<file path="src/rtl/bp_fe_cmd_queue.sv">
// FE command queue: elastic FIFO between the BE command producer and the FE
// controller. When full, attaboy hints are accepted and discarded.
`timescale 1ns/1ps

package bp_fe_cmd_pkg;

  typedef enum int {
    e_bp_default_cfg = 0
  } bp_params_e;

  typedef enum logic [3:0] {
    e_op_state_reset          = 4'd0,
    e_op_pc_redirection       = 4'd1,
    e_op_icache_fill_response = 4'd2,
    e_op_icache_fence         = 4'd3,
    e_op_itlb_fill_response   = 4'd4,
    e_op_itlb_fence           = 4'd5,
    e_op_attaboy              = 4'd6,
    e_op_wait                 = 4'd7
  } bp_fe_command_queue_opcodes_e;

  typedef struct packed {
    logic [23:0]                  operands;
    logic [38:0]                  npc;
    bp_fe_command_queue_opcodes_e opcode;
  } bp_fe_cmd_s;

  function automatic int fe_cmd_width(input bp_params_e cfg);
    unique case (cfg)
      e_bp_default_cfg: return $bits(bp_fe_cmd_s);
      default:          return $bits(bp_fe_cmd_s);
    endcase
  endfunction

endpackage

module bp_fe_cmd_queue
  import bp_fe_cmd_pkg::*;
#(
  parameter bp_params_e bp_params_p = e_bp_default_cfg,
  parameter int els_p = 4,
  parameter int drop_cnt_width_p = 8,
  localparam int fe_cmd_width_lp = fe_cmd_width(bp_params_p),
  localparam int cnt_w_lp = $clog2(els_p+1)
) (
  input  logic                        clk_i,
  input  logic                        reset_i,
  input  logic [fe_cmd_width_lp-1:0]  fe_cmd_i,
  input  logic                        fe_cmd_v_i,
  output logic                        fe_cmd_ready_and_o,
  output logic [fe_cmd_width_lp-1:0]  fe_cmd_o,
  output logic                        fe_cmd_v_o,
  input  logic                        fe_cmd_yumi_i,
  output logic                        empty_o,
  output logic                        full_o,
  output logic [cnt_w_lp-1:0]         count_o,
  output logic                        attaboy_drop_o,
  output logic [drop_cnt_width_p-1:0] drop_cnt_o
);

  localparam int ptr_w_lp = $clog2(els_p);
  localparam int op_w_lp = $bits(bp_fe_command_queue_opcodes_e);

  logic [fe_cmd_width_lp-1:0] mem_q [els_p];

  logic [ptr_w_lp-1:0] rptr_q, rptr_d;
  logic [ptr_w_lp-1:0] wptr_q, wptr_d;
  logic [cnt_w_lp-1:0] count_q, count_d;
  logic drop_q, drop_d;
  logic [drop_cnt_width_p-1:0] drop_cnt_q, drop_cnt_d;

  logic is_attaboy, enq, deq, drop;

  function automatic logic [ptr_w_lp-1:0] ptr_inc(
    input logic [ptr_w_lp-1:0] p
  );
    return (p == ptr_w_lp'(els_p-1)) ? '0 : p + ptr_w_lp'(1);
  endfunction

  // opcode occupies the low bits of bp_fe_cmd_s
  assign is_attaboy =
    (fe_cmd_i[op_w_lp-1:0] == e_op_attaboy);

  assign full_o  = (count_q == cnt_w_lp'(els_p));
  assign empty_o = (count_q == '0);
  assign count_o = count_q;

  assign fe_cmd_v_o = ~empty_o;
  assign fe_cmd_o   = mem_q[rptr_q];
  assign fe_cmd_ready_and_o = ~full_o | is_attaboy;

  assign enq  = fe_cmd_v_i & ~full_o;
  assign drop = fe_cmd_v_i & full_o & is_attaboy;
  assign deq  = fe_cmd_yumi_i & fe_cmd_v_o;

  assign attaboy_drop_o = drop_q;
  assign drop_cnt_o     = drop_cnt_q;

  always_comb begin
    rptr_d  = deq ? ptr_inc(rptr_q) : rptr_q;
    wptr_d  = enq ? ptr_inc(wptr_q) : wptr_q;
    count_d = count_q + cnt_w_lp'(enq) - cnt_w_lp'(deq);
    drop_d  = drop;
    drop_cnt_d = drop_cnt_q;
    if (drop && ~&drop_cnt_q)
      drop_cnt_d = drop_cnt_q + drop_cnt_width_p'(1);
  end

  always_ff @(posedge clk_i or posedge reset_i) begin
    if (reset_i) begin
      rptr_q     <= '0;
      wptr_q     <= '0;
      count_q    <= '0;
      drop_q     <= 1'b0;
      drop_cnt_q <= '0;
    end else begin
      rptr_q     <= rptr_d;
      wptr_q     <= wptr_d;
      count_q    <= count_d;
      drop_q     <= drop_d;
      drop_cnt_q <= drop_cnt_d;
    end
  end

  // storage is intentionally left out of reset
  always_ff @(posedge clk_i) begin
    if (enq)
      mem_q[wptr_q] <= fe_cmd_i;
  end

  a_yumi_valid: assert property (
    @(posedge clk_i) disable iff (reset_i)
    fe_cmd_yumi_i |-> fe_cmd_v_o);

  a_count_max: assert property (
    @(posedge clk_i) disable iff (reset_i)
    count_q <= cnt_w_lp'(els_p));

  a_full_empty: assert property (
    @(posedge clk_i) disable iff (reset_i)
    !(full_o && empty_o));

endmodule
</file>
<file path="config.mk">
export PLATFORM = sky130hd
export DESIGN_NAME = bp_fe_cmd_queue
export DESIGN_NICKNAME = d
export VERILOG_FILES = /design/src/rtl/bp_fe_cmd_queue.sv
export SDC_FILE = /design/constraint.sdc
export NUM_CORES = 1
export LEC_CHECK = 0
export CORE_MARGIN = 1
export CORE_UTILIZATION = 50
export DETAILED_ROUTE_END_ITERATION = 12
export GPL_TIMING_DRIVEN = 1
export PLACE_DENSITY = 0.74
export SYNTH_ARGS = -nofsm -noshare
export SYNTH_HDL_FRONTEND = slang
export SYNTH_SLANG_ARGS = --single-unit
</file>
<file path="constraint.sdc">
create_clock -name clk_i -period 5.9 [get_ports clk_i]
set_input_delay 0.885 -clock clk_i [delete_from_list [all_inputs] [get_ports clk_i]]
set_output_delay 0.885 -clock clk_i [all_outputs]
set_load 0.05 [all_outputs]
</file>
# Word-level counts from Yosys, hierarchy flattened

Memory sizes are Yosys's and may differ from the RTL's.
Index checks and enable logic that the tools add are counted.
W data, S select, Z words.

Flip-flop bits (word level): 16
Memory bits (writable): 268
Bits of input ports: 71
Output and inout port bits: 83
Memories: 1

$add $sub $neg: 5
Eq/ne operators: 4
Mux-type cells: 4
Bitwise logic cells: 7
Reduce and logical (&&, ||, !) cells: 4

Memories:

| memory | words | bits a word | read ports | clocked after memory_dff | write ports | line | source |
|---|---|---|---|---|---|---|---|
| mem_q  | 4     | 67          | 1          | 0                        | 1           | 64   | `logic [fe_cmd_width_lp-1:0] mem_q [els_p];` |

Operator list:

| kind                  | count |
|---|---|
| $add A8 B1 Y8 const B | 1 |
| $reduce_and A8 Y1     | 1 |
| $add A2 B1 Y2 const B | 2 |
| $and A1 B1 Y1         | 4 |
| $eq A2 B2 Y1 const B  | 2 |
| $eq A4 B3 Y1 const B  | 1 |
| $mux W2               | 2 |
| $add A3 B1 Y3         | 1 |
| $eq A3 B3 Y1 const B  | 1 |
| $logic_not A3 Y1      | 1 |
| $sub A3 B1 Y3         | 1 |
| $mux W1               | 2 |
| $not A1 Y1            | 2 |
| $logic_and A1 B1 Y1   | 1 |
| $logic_not A1 Y1      | 1 |
| $or A1 B1 Y1          | 1 |

# Longest topological paths before layout

Word-level depth: 5
Gate-level depth with buffers: 11

# Least setup slack after synthesis

No wires, ideal clock.

Kind: register -> register
Start: register count_q[2], in the netlist count_o[2]
End: register count_q[2], in the netlist count_o[2]
Setup time: 0.142 ns
Arrival time: 2.923 ns
Setup slack: 2.835 ns
Stages on the path, launching flop included: 12
Path buffers: 1
Path through: dfrtp_1 nor3b_4 and2b_2 clkbuf_1 inv_1 ha_1 inv_1 ha_1 inv_1 fa_1 xnor2_1 xnor2_1

Word-level cells in the longest chain between the ends: 5
Elaborated cells between the ends (all ways): 8

Ends and longest elaborated chain:

| what                   | line | source |
|---|---|---|
| start, declared        | 68   | `logic [cnt_w_lp-1:0] count_q, count_d;` |
| start signal, assigned | 119  | `count_q <= count_d;` |
| $eq A3 B3 Y1           | 84   | `assign full_o = (count_q == cnt_w_lp'(els_p));` |
| via full_o             | 55   | `output logic full_o,` |
| $not A1 Y1             | 92   | `assign enq = fe_cmd_v_i & ~full_o;` |
| $and A1 B1 Y1          | 92   |  |
| $add A3 B1 Y3          | 102  | `count_d = count_q + cnt_w_lp'(enq) - cnt_w_lp'(deq);` |
| $sub A3 B1 Y3          | 102  |  |
| via count_d[2]         | 68   |  |

The timed path passes the listed nets, and every way through them passes these cells.
A chain may end at the register's enable or synchronous reset.

# Worst setup path after layout

Start: register rptr_q[0]
End: output port fe_cmd_o[65]

Word-level cells in the longest chain between the ends: 1

Ends and longest elaborated chain:

| what                   | line | source |
|---|---|---|
| start, declared        | 66   | `logic [ptr_w_lp-1:0] rptr_q, rptr_d;` |
| start signal, assigned | 117  | `rptr_q <= rptr_d;` |
| $mem_v2 Z4 W67         | n/a  |  |
| end, declared          | 51   | `output logic [fe_cmd_width_lp-1:0] fe_cmd_o,` |

No other way between the ends.

==> qor.yml <==
outcome: "finished clean"
syn_area_per_cell_um2: 24.35
finalHoldViolCount: 0
route.detailed.drc: 0
synth_most_common_cell: "edfxtp_1"
required_ps: 5020
async_reset_ff_frac: 0.05634
period_needed_ps: 4028
postRouteAntennaNets: 0
slew_headroom: 0.3038
start_util: 0.5162
cts_sinks: 284
yosysSeqAreaShare: 0.8011
crit_path_max_fanout: 26
slowest_stage: "dfrtp_4"
yosys-top-cells-area: "edfxtp_1 (76%), mux4_2 (14%), dfrtp_1 (3.8%), ha_1 (0.95%), buf_2 (0.43%)"
routedWlPerCell_um: 20.73
port_buffers: 153
grt_max_degree: 70
setup_viol: 0
post_cts_buffers: 0
drv_slew: 0
io_pins: 154
synth_nets: 513
grt_first_pass_wirelength_um: 28680
setup_tns_ps: 0
synth_warnings: 0
track_usage: 0.1735
synthTopCellsByCount: "edfxtp_1 (268), mux4_2 (67), dfrtp_1 (16)"
vias: 4803
n_antenna_cell: 0
cp.arrival_ps: 3140
crit_chain: "buf_4, mux4_2, clkdlybuf4s50_1"
worstMarginPinSlew_ps: 1044
design.core.area_mm2: 0.02043
drt_iter0_drc: 261
nFillCells: 1347
slowest_delay_ps: 740
final_cells: 893
dp.cells: 841
grt_setup_unrepaired: "false"
synth_seq_cells: 284
syn2layout_area_growth_pct: 26.58
clk_pin_slew_ps: 60
grt_pass1_vias: 5265
fin_skew_ps: 9.155
yosysTopAreaCellShare: 0.7632
cts_made_buffers: 28
drv_cap: 0
place_area_mm2: 0.01236
timing.hold.ws_ps: 527.0
crit_family: "buffers and inverters"
setup_slack_ps: 1872
die_w_um: 147.2
cts_root_buf: "clkbuf_16"
via_per_inst: 5.378
critPathCaptureType: "output port"
max_freq_ghz: 0.2482
synth_ff_type: "edfxtp_1"
synth_cell_types: 31
wl_um: 18510
power.static_leakage_nw: 4.427
clock_latency_ps: 520
cts-htree-levels: 1
gp_congestion: 0.7377
path_class: "flip-flop to output port"
syn_area_mm2: 0.01055
synth_edf_count: 268
rows: 52
dieArea_mm2: 0.02168
power.density_mw_per_mm2: 575.0
hold_path.class: "flip-flop to flip-flop"
nets: 681
cts_tree: "done"
ir_drop_mv: 0.3438
postLayoutCellArea_mm2: 0.01335
synthCells: 433
synth.largest_area_cell: "edfxtp_1"
post_route_cells_drive_above_1_share: 0.2151
grt_overflow_total: 0
die_h_um: 147.2
p_total_mw: 7.675
dpl.hpwl_um: 10480
utilization: 0.6534
post_cts_resized: 0
max-clock-path-buffers: 3
crit_buf_inv: 2
holdBufCountCts: 0
fin_crit_sh: 0.6828
antenna_found_initial: 0
drtPass1Iterations: 4
worstSetupStartpointType: "flip-flop"
pre_cts_slack_ps: 2324
[final cells by class]
cell class,instances,area (um2),share of cell area
sequential,284,8456,0.6335
multi-input combinational,121,1974,0.1479
timing repair buffer,155,1546,0.1159
clock buffer,33,760.7,0.05699
tap,270,337.8,0.02531
clock inverter,19,231.5,0.01734
inverter,11,41.29,0.003093
[cell usage in the layout, fill, tap and decap left out, types with 2 or more instances in the layout]
cell type	count
nand2_1	6
mux2_1	2
nor2_1	4
mux4_2	67
clkinvlp_4	3
xor2_1	4
clkbuf_1	2
dfrtp_4	2
xnor2_1	3
nand3_1	4
and2_4	4
clkinv_2	10
mux2_2	2
o21ai_0	2
ha_1	8
bufinv_16	5
inv_1	11
dfrtp_1	14
clkbuf_8	2
buf_4	2
edfxtp_1	268
nor3_1	3
clkbuf_16	29
clkdlybuf4s50_1	153
[state kept, by name, indices dropped and copies added (netlist names)]
signal,count
mem_q,268
drop_cnt_o,8
count_o,3
rptr_q,2
wptr_q,2
attaboy_drop_o,1
[power breakdown]
| group | switching, mW | internal [mW] |
|---|---|---|
| Clock | 0.724 | 1.14 |
| Combinational | 1.81 | 1.11 |
| Sequential | 0.240 | 2.64 |
[logic make-up (layout without fill, tap and decap cells)]
kind of cell               count (synthesis)  after routing  share of synthesized area
DFF                                      284            284                     0.8011
muxes                                     71             71                     0.1474
and+or+nand+nor                           30             30                    0.01804
buffers and inverters                     28            218                    0.01210
adders and majority gates                  9              9                    0.01139
xor gates and xnor gates                   7              7                   0.005814
AOI/OAI and AO/OA                          4              4                   0.004154
[worst paths after layout]
| kind | from | endpoint | slack [ps] | cells past startpoint |
|---|---|---|---|---|
| worst min register to register | count_o[2]$_DFF_PP0_ | count_o[2]$_DFF_PP0_ | 530 | 1 |
| worst max register to register | count_o[1]$_DFF_PP0_ | count_o[2]$_DFF_PP0_ | 3340 | 10 |
| max in group asynchronous | reset_i | rptr_q[1]$_DFFE_PP0P_ | 4670 | 2 |
| worst min-delay path | count_o[2]$_DFF_PP0_ | count_o[2]$_DFF_PP0_ | 530 | 1 |
| worst max-delay path | rptr_q[0]$_DFFE_PP0P_ | fe_cmd_o[65] | 1870 | 3 |
| min in group asynchronous | reset_i | count_o[0]$_DFF_PP0_ | 750 | 2 |
[per-layer routing]
metal  vias to the layer above  share of wire  track usage  routed length, um
met5                         -              0            0                  0
met4                         0          0.011      0.03247                200
met3                        20          0.074      0.04130               1362
met2                       160           0.50       0.2943               9312
met1                      2481           0.41       0.2319               7636
li1                       2142              -            -                  -
[worst reg2reg max path, stage by stage (launching register included)]
cell and delay (ps):
dfrtp_1 470, or3_2 510, nand2_1 180, inv_1 70
ha_1 270, inv_1 60, ha_1 140, inv_1 60
fa_1 380, xnor2_1 220, xnor2_1 140
(Power assumes the default switching activity.)
